**config.mk**
```make
export PLATFORM = sky130hd
export DESIGN_NAME = seq_multiplier_param
export DESIGN_NICKNAME = d
export VERILOG_FILES = /design/src/rtl/seq_multiplier_param.sv
export SDC_FILE = /design/constraint.sdc
export NUM_CORES = 1
export LEC_CHECK = 0
export CAP_MARGIN = 10
export CORE_AREA = 4 4 65 67
export CTS_CLUSTER_SIZE = 25
export DETAILED_ROUTE_END_ITERATION = 7
export DIE_AREA = 0 0 69 71
export DONT_BUFFER_PORTS = 1
export PLACE_DENSITY = 0.74
export RECOVER_POWER = 50
export REMOVE_ABC_BUFFERS = 1
export SYNTH_ARGS = -nofsm -noshare
export SYNTH_HDL_FRONTEND = slang
export SYNTH_SLANG_ARGS = --single-unit
```
**constraint.sdc**
```tcl
create_clock -name Clk -period 5.92 [get_ports Clk]
set_input_delay 0.592 -clock Clk [delete_from_list [all_inputs] [get_ports Clk]]
set_output_delay 0.592 -clock Clk [all_outputs]
set_load 0.005 [all_outputs]
```
**src/rtl/seq_multiplier_param.sv**
```systemverilog
// Sequential add-shift multiplier over an X:A:B register chain, signed or unsigned.
// One add/subtract and one shift per multiplier bit; Busy/Done handshake on a Run press.
module seq_multiplier_param #(
  parameter int WIDTH = 8
) (
  input  logic                 Clk,
  input  logic                 Reset,
  input  logic                 Load,
  input  logic                 Run,
  input  logic                 Signed_Mode,
  input  logic [WIDTH-1:0]     Din,
  output logic [WIDTH-1:0]     Aval,
  output logic [WIDTH-1:0]     Bval,
  output logic                 Xval,
  output logic [2*WIDTH-1:0]   Product,
  output logic                 Busy,
  output logic                 Done
);

  localparam int CW = $clog2(WIDTH);
  localparam logic [CW-1:0] LAST = CW'(WIDTH - 1);

  localparam logic [2:0] S_IDLE  = 3'd0;
  localparam logic [2:0] S_ADD   = 3'd1;
  localparam logic [2:0] S_SHIFT = 3'd2;
  localparam logic [2:0] S_DONE  = 3'd3;
  localparam logic [2:0] S_HOLD  = 3'd4;

  logic [2:0]       state_q, state_d;
  logic             x_q, x_d;
  logic [WIDTH-1:0] a_q, a_d;
  logic [WIDTH-1:0] b_q, b_d;
  logic [WIDTH-1:0] s_q, s_d;
  logic             mode_q, mode_d;
  logic [CW-1:0]    cnt_q, cnt_d;
  logic             run_q;
  logic             busy_q, busy_d;
  logic             done_q, done_d;
  logic             start_s;
  logic [WIDTH:0]   addend_s;
  logic [WIDTH:0]   sum_s;

  function automatic logic [WIDTH:0] ext_op(input logic [WIDTH-1:0] v, input logic sgn);
    return sgn ? {v[WIDTH-1], v} : {1'b0, v};
  endfunction

  // Next-state and datapath logic
  always_comb begin
    state_d  = state_q;
    x_d      = x_q;
    a_d      = a_q;
    b_d      = b_q;
    s_d      = s_q;
    mode_d   = mode_q;
    cnt_d    = cnt_q;
    start_s  = Run & ~run_q;
    addend_s = b_q[0] ? ext_op(s_q, mode_q) : {(WIDTH+1){1'b0}};
    // The last multiplier bit carries negative weight in two's complement.
    if (mode_q && (cnt_q == LAST)) begin
      sum_s = {x_q, a_q} - addend_s;
    end else begin
      sum_s = {x_q, a_q} + addend_s;
    end

    case (state_q)
      S_IDLE: begin
        if (Load) begin
          b_d = Din;
          x_d = 1'b0;
          a_d = {WIDTH{1'b0}};
        end else if (start_s) begin
          s_d     = Din;
          mode_d  = Signed_Mode;
          x_d     = 1'b0;
          a_d     = {WIDTH{1'b0}};
          cnt_d   = {CW{1'b0}};
          state_d = S_ADD;
        end else begin
          state_d = S_IDLE;
        end
      end
      S_ADD: begin
        {x_d, a_d} = sum_s;
        state_d    = S_SHIFT;
      end
      S_SHIFT: begin
        a_d = {x_q, a_q[WIDTH-1:1]};
        b_d = {a_q[0], b_q[WIDTH-1:1]};
        x_d = mode_q ? x_q : 1'b0;
        if (cnt_q == LAST) begin
          state_d = S_DONE;
        end else begin
          cnt_d   = cnt_q + CW'(1);
          state_d = S_ADD;
        end
      end
      S_DONE: begin
        state_d = Run ? S_HOLD : S_IDLE;
      end
      S_HOLD: begin
        state_d = Run ? S_HOLD : S_IDLE;
      end
      default: begin
        state_d = S_IDLE;
      end
    endcase

    busy_d = (state_d == S_ADD) || (state_d == S_SHIFT);
    done_d = (state_d == S_DONE);
  end

  // State registers with synchronous reset
  always_ff @(posedge Clk) begin
    if (Reset) begin
      state_q <= S_IDLE;
      x_q     <= 1'b0;
      a_q     <= {WIDTH{1'b0}};
      b_q     <= {WIDTH{1'b0}};
      s_q     <= {WIDTH{1'b0}};
      mode_q  <= 1'b0;
      cnt_q   <= {CW{1'b0}};
      run_q   <= 1'b0;
      busy_q  <= 1'b0;
      done_q  <= 1'b0;
    end else begin
      state_q <= state_d;
      x_q     <= x_d;
      a_q     <= a_d;
      b_q     <= b_d;
      s_q     <= s_d;
      mode_q  <= mode_d;
      cnt_q   <= cnt_d;
      run_q   <= Run;
      busy_q  <= busy_d;
      done_q  <= done_d;
    end
  end

  assign Aval    = a_q;
  assign Bval    = b_q;
  assign Xval    = x_q;
  assign Product = {a_q, b_q};
  assign Busy    = busy_q;
  assign Done    = done_q;

endmodule

```
# Word level (Yosys, flattened, before mapping)
# Index checks and enable logic that the tools add are counted.
[word_totals]
input_bits = 13
output_inout_bits = 35
ff_bits = 35
[op_classes]
n_mux = 21
reduce_logical = 11
add_sub_neg = 3
bitwise = 3
eq_ne = 14
[op_table]
columns = ["operator", "count"]
rows = [
  ["$mux W9", 3],
  ["$mux W8", 3],
  ["$pmux W8 S3", 1],
  ["$pmux W8 S2", 1],
  ["$mux W3", 5],
  ["$eq A3 B2 Y1 const B", 4],
  ["$pmux W3 S4", 1],
  ["$ne A2 B2 Y1 const B", 5],
  ["$add A9 B9 Y9", 1],
  ["$sub A9 B9 Y9", 1],
  ["$eq A3 B1 Y1 const B", 2],
  ["$eq A3 B3 Y1 const B", 2],
  ["$pmux W3 S2", 1],
  ["$reduce_and A3 Y1", 2],
  ["$mux W1", 4],
  ["$reduce_and A2 Y1", 2],
  ["$reduce_and A4 Y1", 1],
  ["$add A3 B1 Y3 const B", 1],
  ["$logic_not A3 Y1", 1],
  ["$ne A3 B3 Y1 const B", 1],
  ["$pmux W1 S3", 1],
  ["$reduce_bool A3 Y1", 1],
  ["$mux W2", 1],
  ["$not A1 Y1", 2],
  ["other kinds (5)", 5],
]

# Longest topological paths before layout
# Gate-level depths: netlist (run 1).
[logic_depth]
depth_word = 7
mapped_depth = 13
ltp_nobuf = 13

# Worst setup path before layout (run 1)
# No wires, ideal clock.
[synth_timing]
path_type = "register -> register"
start = "register cnt_q[0]"
end = "register a_q[7], in the netlist Aval[7]"
stages_incl_launch_ff = 12
setup_slack_ns = 3.093
t_required_ns = 5.790
setup_time_ns = 0.130
synth_period_minus_slack_ns = 2.827
arrival_ns = 2.696
path_buffers = 0
cell_sequence = "dfxtp_1 -> ha_1 -> ha_1 -> a21boi_0 -> o21ai_0 -> xnor2_1 -> ha_1 -> o21a_1 -> o31a_1 -> o41a_1 -> o31ai_1 -> o22ai_1"
[synth_between]
elab_chain_len = 4
[synth_rtl]
columns = ["item", "line", "rtl"]
rows = [
  ["start, declared", "35", "logic [CW-1:0] cnt_q, cnt_d;"],
  ["start signal, assigned", "121", "cnt_q <= {CW{1'b0}};"],
  ["start signal, assigned", "132", "cnt_q <= cnt_d;"],
  ["$eq A3 B3 Y1", "59", "if (mode_q && (cnt_q == LAST)) begin"],
  ["$logic_and A1 B1 Y1", "59", ""],
  ["$mux W9", "59", ""],
  ["$pmux W8 S3", "65", "case (state_q)"],
  ["end signal, assigned", "117", "a_q <= {WIDTH{1'b0}};"],
  ["end, declared", "31", "logic [WIDTH-1:0] a_q, a_d;"],
]
# No other way between the ends.
# A chain may end at the register's enable or synchronous reset.

# Final worst setup path (run 1)
[layout_timing]
start = "register cnt_q[0]"
end = "register a_q[6], in the netlist Aval[6]"
# Same word-level chain as after synthesis.

==> flow_summary.json, run 1 <==
{
  "avgRoutedWirePerCell_um": 15.36,
  "power_frac_comb_pct": 13.6,
  "port_buffers": 0,
  "period_share_pct": 53.82,
  "p_leak_uw": 0.0008105,
  "pwr-share-clk_pct": 39.4,
  "first_pass_iters": 4,
  "hold_viol_final": 0,
  "die_x_um": 69,
  "cpPeakStageDelay_ps": 510,
  "worstSetupStartpointType": "flop",
  "slew_viol_final": 0,
  "worst_pin_slew_ps": 1050,
  "clkSlewWorstSetupHoldPaths_ps": 80,
  "status": "completed",
  "place_area_mm2": 0.002038,
  "ys_ff_latch": 35,
  "drc": 0,
  "hold_buffers": 0,
  "r2r_slack_ps": 2730,
  "max_slew_margin_pct": 29.55,
  "grt.total_usage_pct": 18.90,
  "crit_slowest_cell": "a21boi_0",
  "final_common_cell": "nor2_1",
  "dieArea_mm2": 0.004899,
  "core_area_mm2": 0.003633,
  "cts_buffers": 5,
  "vias_per_cell": 5.969,
  "ios": 48,
  "grt_pass1_vias": 1606,
  "setup_viol": 0,
  "grt_max_degree": 40,
  "synth-async-reset-ratio_pct": 0,
  "cp-end-kind": "flop",
  "chipHeight_um": 71,
  "clockBufferDepth": 2,
  "synth_area_mm2": 0.002141,
  "hpwl_mm": 3.120,
  "htreeDepth": 2,
  "routed_wl_mm": 4.394,
  "cp_cell_sequence": "ha_1 -> ha_1 -> a21boi_0 -> o21ai_0 -> xnor2_1 -> ha_1 -> nand2b_1 -> a21oi_1 -> o31a_1 -> o32a_1 -> o41ai_1",
  "seq_area_frac_synth_pct": 32.73,
  "numClockSinks": 35,
  "drive_gt1_share_pct": 7.563,
  "rows": 22,
  "critical_path_arrival_ps": 3370,
  "syn_inst": 258,
  "setup_tns_ps": 0,
  "internal-power_uw": 405.3,
  "nets": 261,
  "clkLatencyLatePin_ps": 290,
  "p_per_area_mw_per_mm2": 255.2,
  "cp_max_fo": 6,
  "sequentialPowerShare_pct": 47.0,
  "vias": 1707,
  "hold_ws_ps": 371.2,
  "yosys_warnings": 0,
  "cts_tree": "built",
  "overflow": 0,
  "path_delay_family": "compound AO/OA/AOI/OAI gates",
  "hp-class": "in2reg",
  "cts_setup_buffers": 0,
  "skew_ps": 8.421,
  "switching_share_pct": 26.15,
  "fmax_mhz": 313.8,
  "period_minus_slack_ps": 3186,
  "syn_to_final_growth_pct": 0.4674,
  "synth_area_per_cell_um2": 8.298,
  "num_antenna_cells": 0,
  "gp_congestion": 0.8931,
  "final_cell_mix": "44 x nor2_1, 35 x dfxtp_1, 20 x a21oi_1, 19 x mux2i_1, 16 x nand2_1",
  "fin_area_mm2": 0.002151,
  "synth_edf_count": 0,
  "cp_data_required_time_ps": 6100,
  "yosysUniqueCellTypes": 50,
  "grt_pass1_wl_mm": 7.631,
  "worstSetupPathType": "reg2reg",
  "ys.flop_type": "dfxtp_1",
  "final_antenna_net_count": 0,
  "crit_top_cell": "ha_1",
  "drt_iter0_drc": 111,
  "ir_drop_v": 0.0001636,
  "rsz0062_at_grt": "false",
  "p_sw_uw": 143.5,
  "critPathBufInv": 0,
  "timing.max_cap.violations": 0,
  "antenna_found_initial": 0,
  "root_buffer": "clkbuf_8",
  "initial_core_util_pct": 58.92,
  "cts_resized": 0
}
==> worst paths after layout <==
| path | from | to | cells after the start |
|---|---|---|---|
| worst min register to register | cnt_q[1]$_SDFFE_PP0P_ | cnt_q[1]$_SDFFE_PP0P_ | 2 |
| worst max-delay path | cnt_q[0]$_SDFFE_PP0P_ | Aval[6]$_SDFFE_PP0P_ | 11 |
| worst min-delay path | Reset | s_q[2]$_SDFFE_PP0P_ | 1 |
| worst max register to register | cnt_q[0]$_SDFFE_PP0P_ | Aval[6]$_SDFFE_PP0P_ | 11 |
==> cell families after synthesis <==
logic type | count (synthesis) | share of synthesized area [%]
XOR/XNOR | 11 | 4.501
AND/OR/NAND/NOR | 91 | 20.34
flip-flops | 35 | 32.73
buffers and inverters | 36 | 9.410
AO/OA/AOI/OAI | 55 | 17.36
multiplexers | 19 | 8.884
adder cells (fa/ha/maj) | 11 | 6.780
==> metal layers <==
| metal | GRT usage (%) | part of all wire, % | vias up |
|---|---|---|---|
| met4 | 6.941 | 1.1 | 0 |
| met2 | 28.60 | 46 | 47 |
| met3 | 7.102 | 7.4 | 5 |
| met1 | 24.57 | 45 | 799 |
| li1 | - | - | 856 |
| met5 | 0 | 0 | - |
==> per-stage QoR <==
step,total power (µW),setup slack [ps],utilization (%),instances
3_5_place_dp,337.5,2746,56.09,278
3_3_place_gp,335.3,2880,56.09,278
4_1_cts,553.3,2720,59.19,286
5_1_grt,578.1,2477,59.19,286
6_report,548.8,2734,59.19,286
2_1_floorplan,322.6,3098,-,229
==> cell type report <==
type / count / area [µm²]
clock inverter: 3 / 43.79
inverter: 7 / 26.28
fill: 351 / 1483
timing repair buffer: 1 / 7.507
sequential: 35 / 700.7
clock buffer: 5 / 68.82
tap: 48 / 60.06
multi-input combinational: 187 / 1244
==> state kept, by name (all words and copies together) (netlist names) <==
name / cells
state_q: 3
mode_q: 1
Xval: 1
cnt_q: 3
Done: 1
Aval: 8
Busy: 1
run_q: 1
Bval: 8
s_q: 8
==> cells in the mapped netlist, types with 5 or more instances <==
| cell type | instances | area (µm²) |
|---|---|---|
| o21ai_0 | 6 | 30.03 |
| buf_4 | 16 | 120.1 |
| dfxtp_1 | 35 | 700.7 |
| nand2_1 | 16 | 60.06 |
| nand3_1 | 5 | 25.02 |
| ha_1 | 10 | 125.1 |
| xnor2_1 | 9 | 78.83 |
| clkbuf_1 | 6 | 22.52 |
| buf_2 | 5 | 25.02 |
| mux2i_1 | 19 | 190.2 |
| a21oi_1 | 20 | 100.1 |
| nor2_1 | 44 | 165.2 |
| inv_1 | 7 | 26.28 |
| o21a_1 | 5 | 37.54 |
==> power groups by stage <==
stage                     sequential [µW]  clock [µW]  combinational, µW
after floorplan                       260           0               62.6
after global placement                263           0               72.2
after detailed placement              263           0               74.0
after CTS                             258         221               74.8
after global routing                  260         234               84.3
final                                 258         216               74.8
(Power assumes the default switching activity.)
==> inputs of run 2 (changes only) <==
Settings changed: ABC_AREA from default to 1, CORE_AREA 4 4 65 67 to 4 4 66 68, DIE_AREA 0 0 69 71 to 0 0 70 72.
Clock period 5.92 ns to 3 ns, I/O delays scaled along.
==> flow_summary.json, run 2 <==
{
  "status": "completed",
  "grt_pass1_wl_mm": 7.797,
  "clkLatencyLatePin_ps": 290,
  "chipHeight_um": 72,
  "hold_end": "Aval[7]$_SDFFE_PP0P_",
  "root_buffer": "clkbuf_8",
  "yosysMostFrequentCell": "nand2_1",
  "fmax_mhz": 385.7,
  "first_pass_iters": 4,
  "grt_max_degree": 23,
  "hold_ws_ps": 70.04,
  "hold_buffers": 0,
  "ios": 48,
  "synthTopCellsByCount": "55 x nand2_1, 35 x dfxtp_1, 35 x inv_1",
  "drt_iter0_drc": 103,
  "gp_congestion": 0.9471,
  "synth_xor_area_share_pct": 2.790,
  "numClockSinks": 35,
  "reg2regPathDepth": 15,
  "max_slew_margin_pct": 63.46,
  "synth-async-reset-ratio_pct": 0,
  "htreeDepth": 2,
  "grt_busiest_layer": "met2",
  "vias": 1841,
  "routed_wl_mm": 4.425,
  "synth-compound-area-share_pct": 20.62,
  "cts_setup_buffers": 0,
  "port_buffers": 0,
  "cts_buffers": 5,
  "dp.cells": 336,
  "synth_area_per_cell_um2": 7.065,
  "yosysTopAreaCellShare_pct": 31.89,
  "cp-end-kind": "flop",
  "p_per_area_mw_per_mm2": 514.8,
  "r2r_slack_ps": 410,
  "critPathLaunch": "cnt_q[0]$_SDFFE_PP0P_",
  "synth.area.top_cells": "dfxtp_1 32%, nand2_1 9.4%, a21oi_1 7.7%",
  "antenna_found_initial": 0,
  "core_area_mm2": 0.003856,
  "hold_viol_final": 0,
  "avgRoutedWirePerCell_um": 12.86,
  "yosys_warnings": 0,
  "syn_to_final_growth_pct": -2.221,
  "drive_gt1_share_pct": 7.823,
  "p_leak_uw": 0.0009695,
  "hp-start": "Reset",
  "num_antenna_cells": 0,
  "period_share_pct": 86.42,
  "ys_ff_latch": 35,
  "overflow": 0,
  "grt_pass1_vias": 1771,
  "cp_max_fo": 6,
  "final_antenna_net_count": 0,
  "vias_per_cell": 5.352,
  "fin_util_pct": 55.71,
  "rsz0062_at_grt": "false",
  "ir_drop_v": 0.0002698,
  "synth_top_family_by_area": "simple AND/OR/NAND/NOR gates",
  "yosysUniqueCellTypes": 34,
  "hpwl_mm": 3.316,
  "worst_pin_slew_ps": 547.6,
  "synth_edf_count": 0,
  "grt.total_usage_pct": 19.03,
  "holdPathStages": 1,
  "cts_resized": 0,
  "setup_viol": 0,
  "synthMuxAreaShare_pct": 0,
  "p_total_uw": 1106,
  "fillers": 385,
  "fin_cells": 344,
  "timing.max_cap.violations": 0,
  "clkSlewWorstSetupHoldPaths_ps": 70,
  "reg2reg_from": "cnt_q[0]$_SDFFE_PP0P_",
  "cp_data_required_time_ps": 3220,
  "die_x_um": 70,
  "worstSetupStartpointType": "flop",
  "drc": 0,
  "clockBufferDepth": 2,
  "met1_usage_pct": 22.02,
  "synth_area_mm2": 0.002197,
  "cts_tree": "built",
  "globalRouteMet2Util_pct": 33.05,
  "hp-class": "in2reg",
  "final_cell_mix": "55 x nand2_1, 35 x dfxtp_1, 35 x inv_1, 34 x a21oi_1, 31 x nor2_1",
  "dieArea_mm2": 0.005040,
  "syn_inst": 311,
  "nets": 317,
  "ys.flop_type": "dfxtp_1",
  "skew_ps": 8.610,
  "period_minus_slack_ps": 2592,
  "initial_core_util_pct": 56.98,
  "synth-simple-area-share_pct": 22.32,
  "final_common_cell": "nand2_1",
  "synthAdderAreaFrac_pct": 6.606,
  "synth_area_leader_cell": "dfxtp_1",
  "grt.met3_usage_pct": 6.094,
  "seq_area_frac_synth_pct": 31.89,
  "rows": 23,
  "slew_viol_final": 0,
  "timing.rr.end": "Xval$_SDFFE_PP0P_",
  "worstSetupPathType": "reg2reg",
  "critical_path_arrival_ps": 2820,
  "setup_tns_ps": 0
}
## run 2: cells by family (layout without fill, tap and decap cells)
logic type	count (synthesis)	count (layout)
DFF	35	35
AOI/OAI and AO/OA	81	81
buffers and inverters	66	49
xor gates and xnor gates	7	7
and+or+nand+nor	111	111
adders and majority gates	11	11
## run 2: how the worst max path moves through the flow
| stage | to | cells past startpoint |
|---|---|---|
| floorplan | Xval$_SDFFE_PP0P_ | 15 |
| global placement | Xval$_SDFFE_PP0P_ | 15 |
| detailed placement | Xval$_SDFFE_PP0P_ | 15 |
| CTS | Xval$_SDFFE_PP0P_ | 15 |
| global route | Xval$_SDFFE_PP0P_ | 14 |
| finish | Xval$_SDFFE_PP0P_ | 15 |
## run 2: cell type report
type / count / area, µm² / area share (%)
Clock inverter: 1 / 5.005 / 0.2330
Tap cell: 50 / 62.56 / 2.912
Multi-Input combinational cell: 210 / 1150 / 53.52
Sequential cell: 35 / 700.7 / 32.62
Inverter: 41 / 153.9 / 7.164
Clock buffer: 7 / 76.32 / 3.553
## run 2: report_power, final
part | switching [µW] | leakage [µW] | internal (µW)
Combinational | 156 | 0.000641 | 92.1
Sequential | 33.2 | 0.000287 | 494
Clock | 168 | 0.0000422 | 163
Total | 357 | 0.000969 | 749
## run 2: stage by stage
stage	worst slack (ps)	instance area (µm²)
after floorplan	686.3	2004
after global placement	552.8	2067
after detailed placement	457.8	2067
after CTS	447.5	2148
after global routing	191.7	2148
final	407.5	2148
## run 2: routing by layer
layer / wire [µm] / up-vias
li1: - / 969
met1: 1981 / 822
met2: 2076 / 43
met3: 301 / 7
met4: 66 / 0
met5: 0 / -
## run 2: worst max-delay path, stage by stage (launching register included)
cell	delay [ps]
dfxtp_1	330
ha_1	200
ha_1	190
nand2_1	170
inv_1	110
a21oi_1	240
xor2_1	170
inv_1	50
ha_1	310
a21oi_1	230
nor2_1	80
nor2_1	100
nand2_1	80
nand3_1	90
nand3_1	70
a21oi_1	120
==> inputs of run 3 (changes only) <==
Settings changed: CORE_AREA 4 4 66 68 to 4 4 75 77, DIE_AREA 0 0 70 72 to 0 0 79 81, PLACE_DENSITY 0.74 to 0.59.
==> flow_summary.json, run 3 (synthesis results as in run 2) <==
{
  "critPathBufInv": 1,
  "ios": 48,
  "cp_data_required_time_ps": 3220,
  "cp-end-kind": "flop",
  "root_buffer": "clkbuf_8",
  "hold_buffers": 0,
  "final_antenna_net_count": 0,
  "drc": 0,
  "syn_to_final_growth_pct": -0.1141,
  "numClockSinks": 35,
  "skew_ps": 7.572,
  "hold_ws_ps": 75.64,
  "antenna_found_initial": 0,
  "routed_wl_mm": 4.669,
  "p_total_uw": 1180,
  "rsz0062_at_grt": "false",
  "vias_per_cell": 5.000,
  "first_pass_iters": 4,
  "nets": 317,
  "cpPeakStageDelay_ps": 640,
  "hold_viol_final": 0,
  "clkSlewWorstSetupHoldPaths_ps": 70,
  "core_area_mm2": 0.005010,
  "clockBufferDepth": 2,
  "cts_tree": "built",
  "final_common_cell": "nand2_1",
  "drt_iter0_drc": 75,
  "grt.total_usage_pct": 15.80,
  "cp_max_fo": 14,
  "period_minus_slack_ps": 2583,
  "chipHeight_um": 81,
  "avgRoutedWirePerCell_um": 12.86,
  "worst_pin_slew_ps": 609.2,
  "initial_core_util_pct": 43.86,
  "cts_setup_buffers": 0,
  "worstSetupPathType": "reg2reg",
  "cts_buffers": 5,
  "htreeDepth": 2,
  "grt_pass1_wl_mm": 8.017,
  "worstSetupStartpointType": "flop",
  "clkLatencyLatePin_ps": 280,
  "status": "completed",
  "place_ws_ps": 458.3,
  "fmax_mhz": 387.1,
  "hpwl_mm": 3.452,
  "die_x_um": 79,
  "setup_tns_ps": 0,
  "rows": 26,
  "grt_pass1_vias": 1711,
  "max_slew_margin_pct": 59.34,
  "crit_slowest_cell": "dfxtp_1",
  "critical_path_arrival_ps": 2800,
  "p_leak_uw": 0.0009785,
  "drive_gt1_share_pct": 7.850,
  "slew_viol_final": 0,
  "final_cell_mix": "55 x nand2_1, 35 x dfxtp_1, 35 x inv_1, 34 x a21oi_1, 31 x nor2_1",
  "overflow": 0,
  "setup_viol": 0,
  "hp-class": "in2reg",
  "cts_resized": 0,
  "port_buffers": 0,
  "period_share_pct": 86.11,
  "fillers": 537,
  "vias": 1815,
  "ir_drop_v": 0.0002707,
  "finalWorstSetupSlack_ps": 416.7,
  "p_per_area_mw_per_mm2": 537.6,
  "timing.max_cap.violations": 0,
  "grt_max_degree": 23,
  "dieArea_mm2": 0.006399,
  "num_antenna_cells": 0,
  "gp_congestion": 0.8241,
  "path_delay_family": "simple AND/OR/NAND/NOR gates",
  "cp_cell_sequence": "nand2_1 -> nand2_1 -> nor2_2 -> a21oi_1 -> xor2_1 -> inv_1 -> ha_1 -> a21oi_1 -> nor2_1 -> nor2_1 -> nand2_1 -> nand3_1 -> nand3_1 -> a21oi_1"
}
run 3: changes by cell type in the layout (fill, tap and decap cells not counted), sizes merged:
cell    before  now
bufinv       0    1
clkbuf       7    6
clkinv       1    0
run 3: layout make-up:
| cell class | instances | area [µm²] | share of cell area (%) |
|---|---|---|---|
| clock inverter | 1 | 30.03 | 1.368 |
| tap | 70 | 87.58 | 3.991 |
| inverter | 41 | 153.9 | 7.013 |
| sequential | 35 | 700.7 | 31.93 |
| clock buffer | 6 | 72.57 | 3.307 |
| multi-input combinational | 210 | 1150 | 52.39 |
run 3: metal layers:
layer | wire, µm | global-route usage [%] | share of wire, %
met1 | 2192 | 19.74 | 47
met2 | 2108 | 25.76 | 45
met3 | 302 | 5.211 | 6.5
met4 | 66 | 5.155 | 1.4
met5 | 0 | 0 | 0
run 3: metrics by stage:
step | util (%) | cells | area (µm²)
6_report | 43.81 | 363 | 2195
5_1_grt | 43.81 | 363 | 2195
4_1_cts | 43.81 | 363 | 2195
3_5_place_dp | 41.76 | 356 | 2092
3_3_place_gp | 41.76 | 356 | 2092
2_1_floorplan | - | 286 | 2004
run 3: final timing paths:
check	cells after the start	slack (ps)	from	to
max	14	420	Bval[0]$_SDFFE_PP0P_	Xval$_SDFFE_PP0P_
min	1	80	Reset	cnt_q[2]$_SDFFE_PP0P_
max reg2reg	14	420	Bval[0]$_SDFFE_PP0P_	Xval$_SDFFE_PP0P_
min reg2reg	2	470	cnt_q[2]$_SDFFE_PP0P_	cnt_q[2]$_SDFFE_PP0P_
run 3: worst reg2reg max path: stages, from the launching register on:
cell     delay, ps
dfxtp_1        640
nand2_1        200
nand2_1        120
nor2_2          50
a21oi_1        240
xor2_1         170
inv_1           60
ha_1           320
a21oi_1        220
nor2_1          70
nor2_1          80
nand2_1         70
nand3_1         90
nand3_1         80
a21oi_1        120
run 3: report_power, final:
group	internal [µW]	switching, µW
logic	92.4	157
clock network	243	161
registers	494	33.1
total	829	350
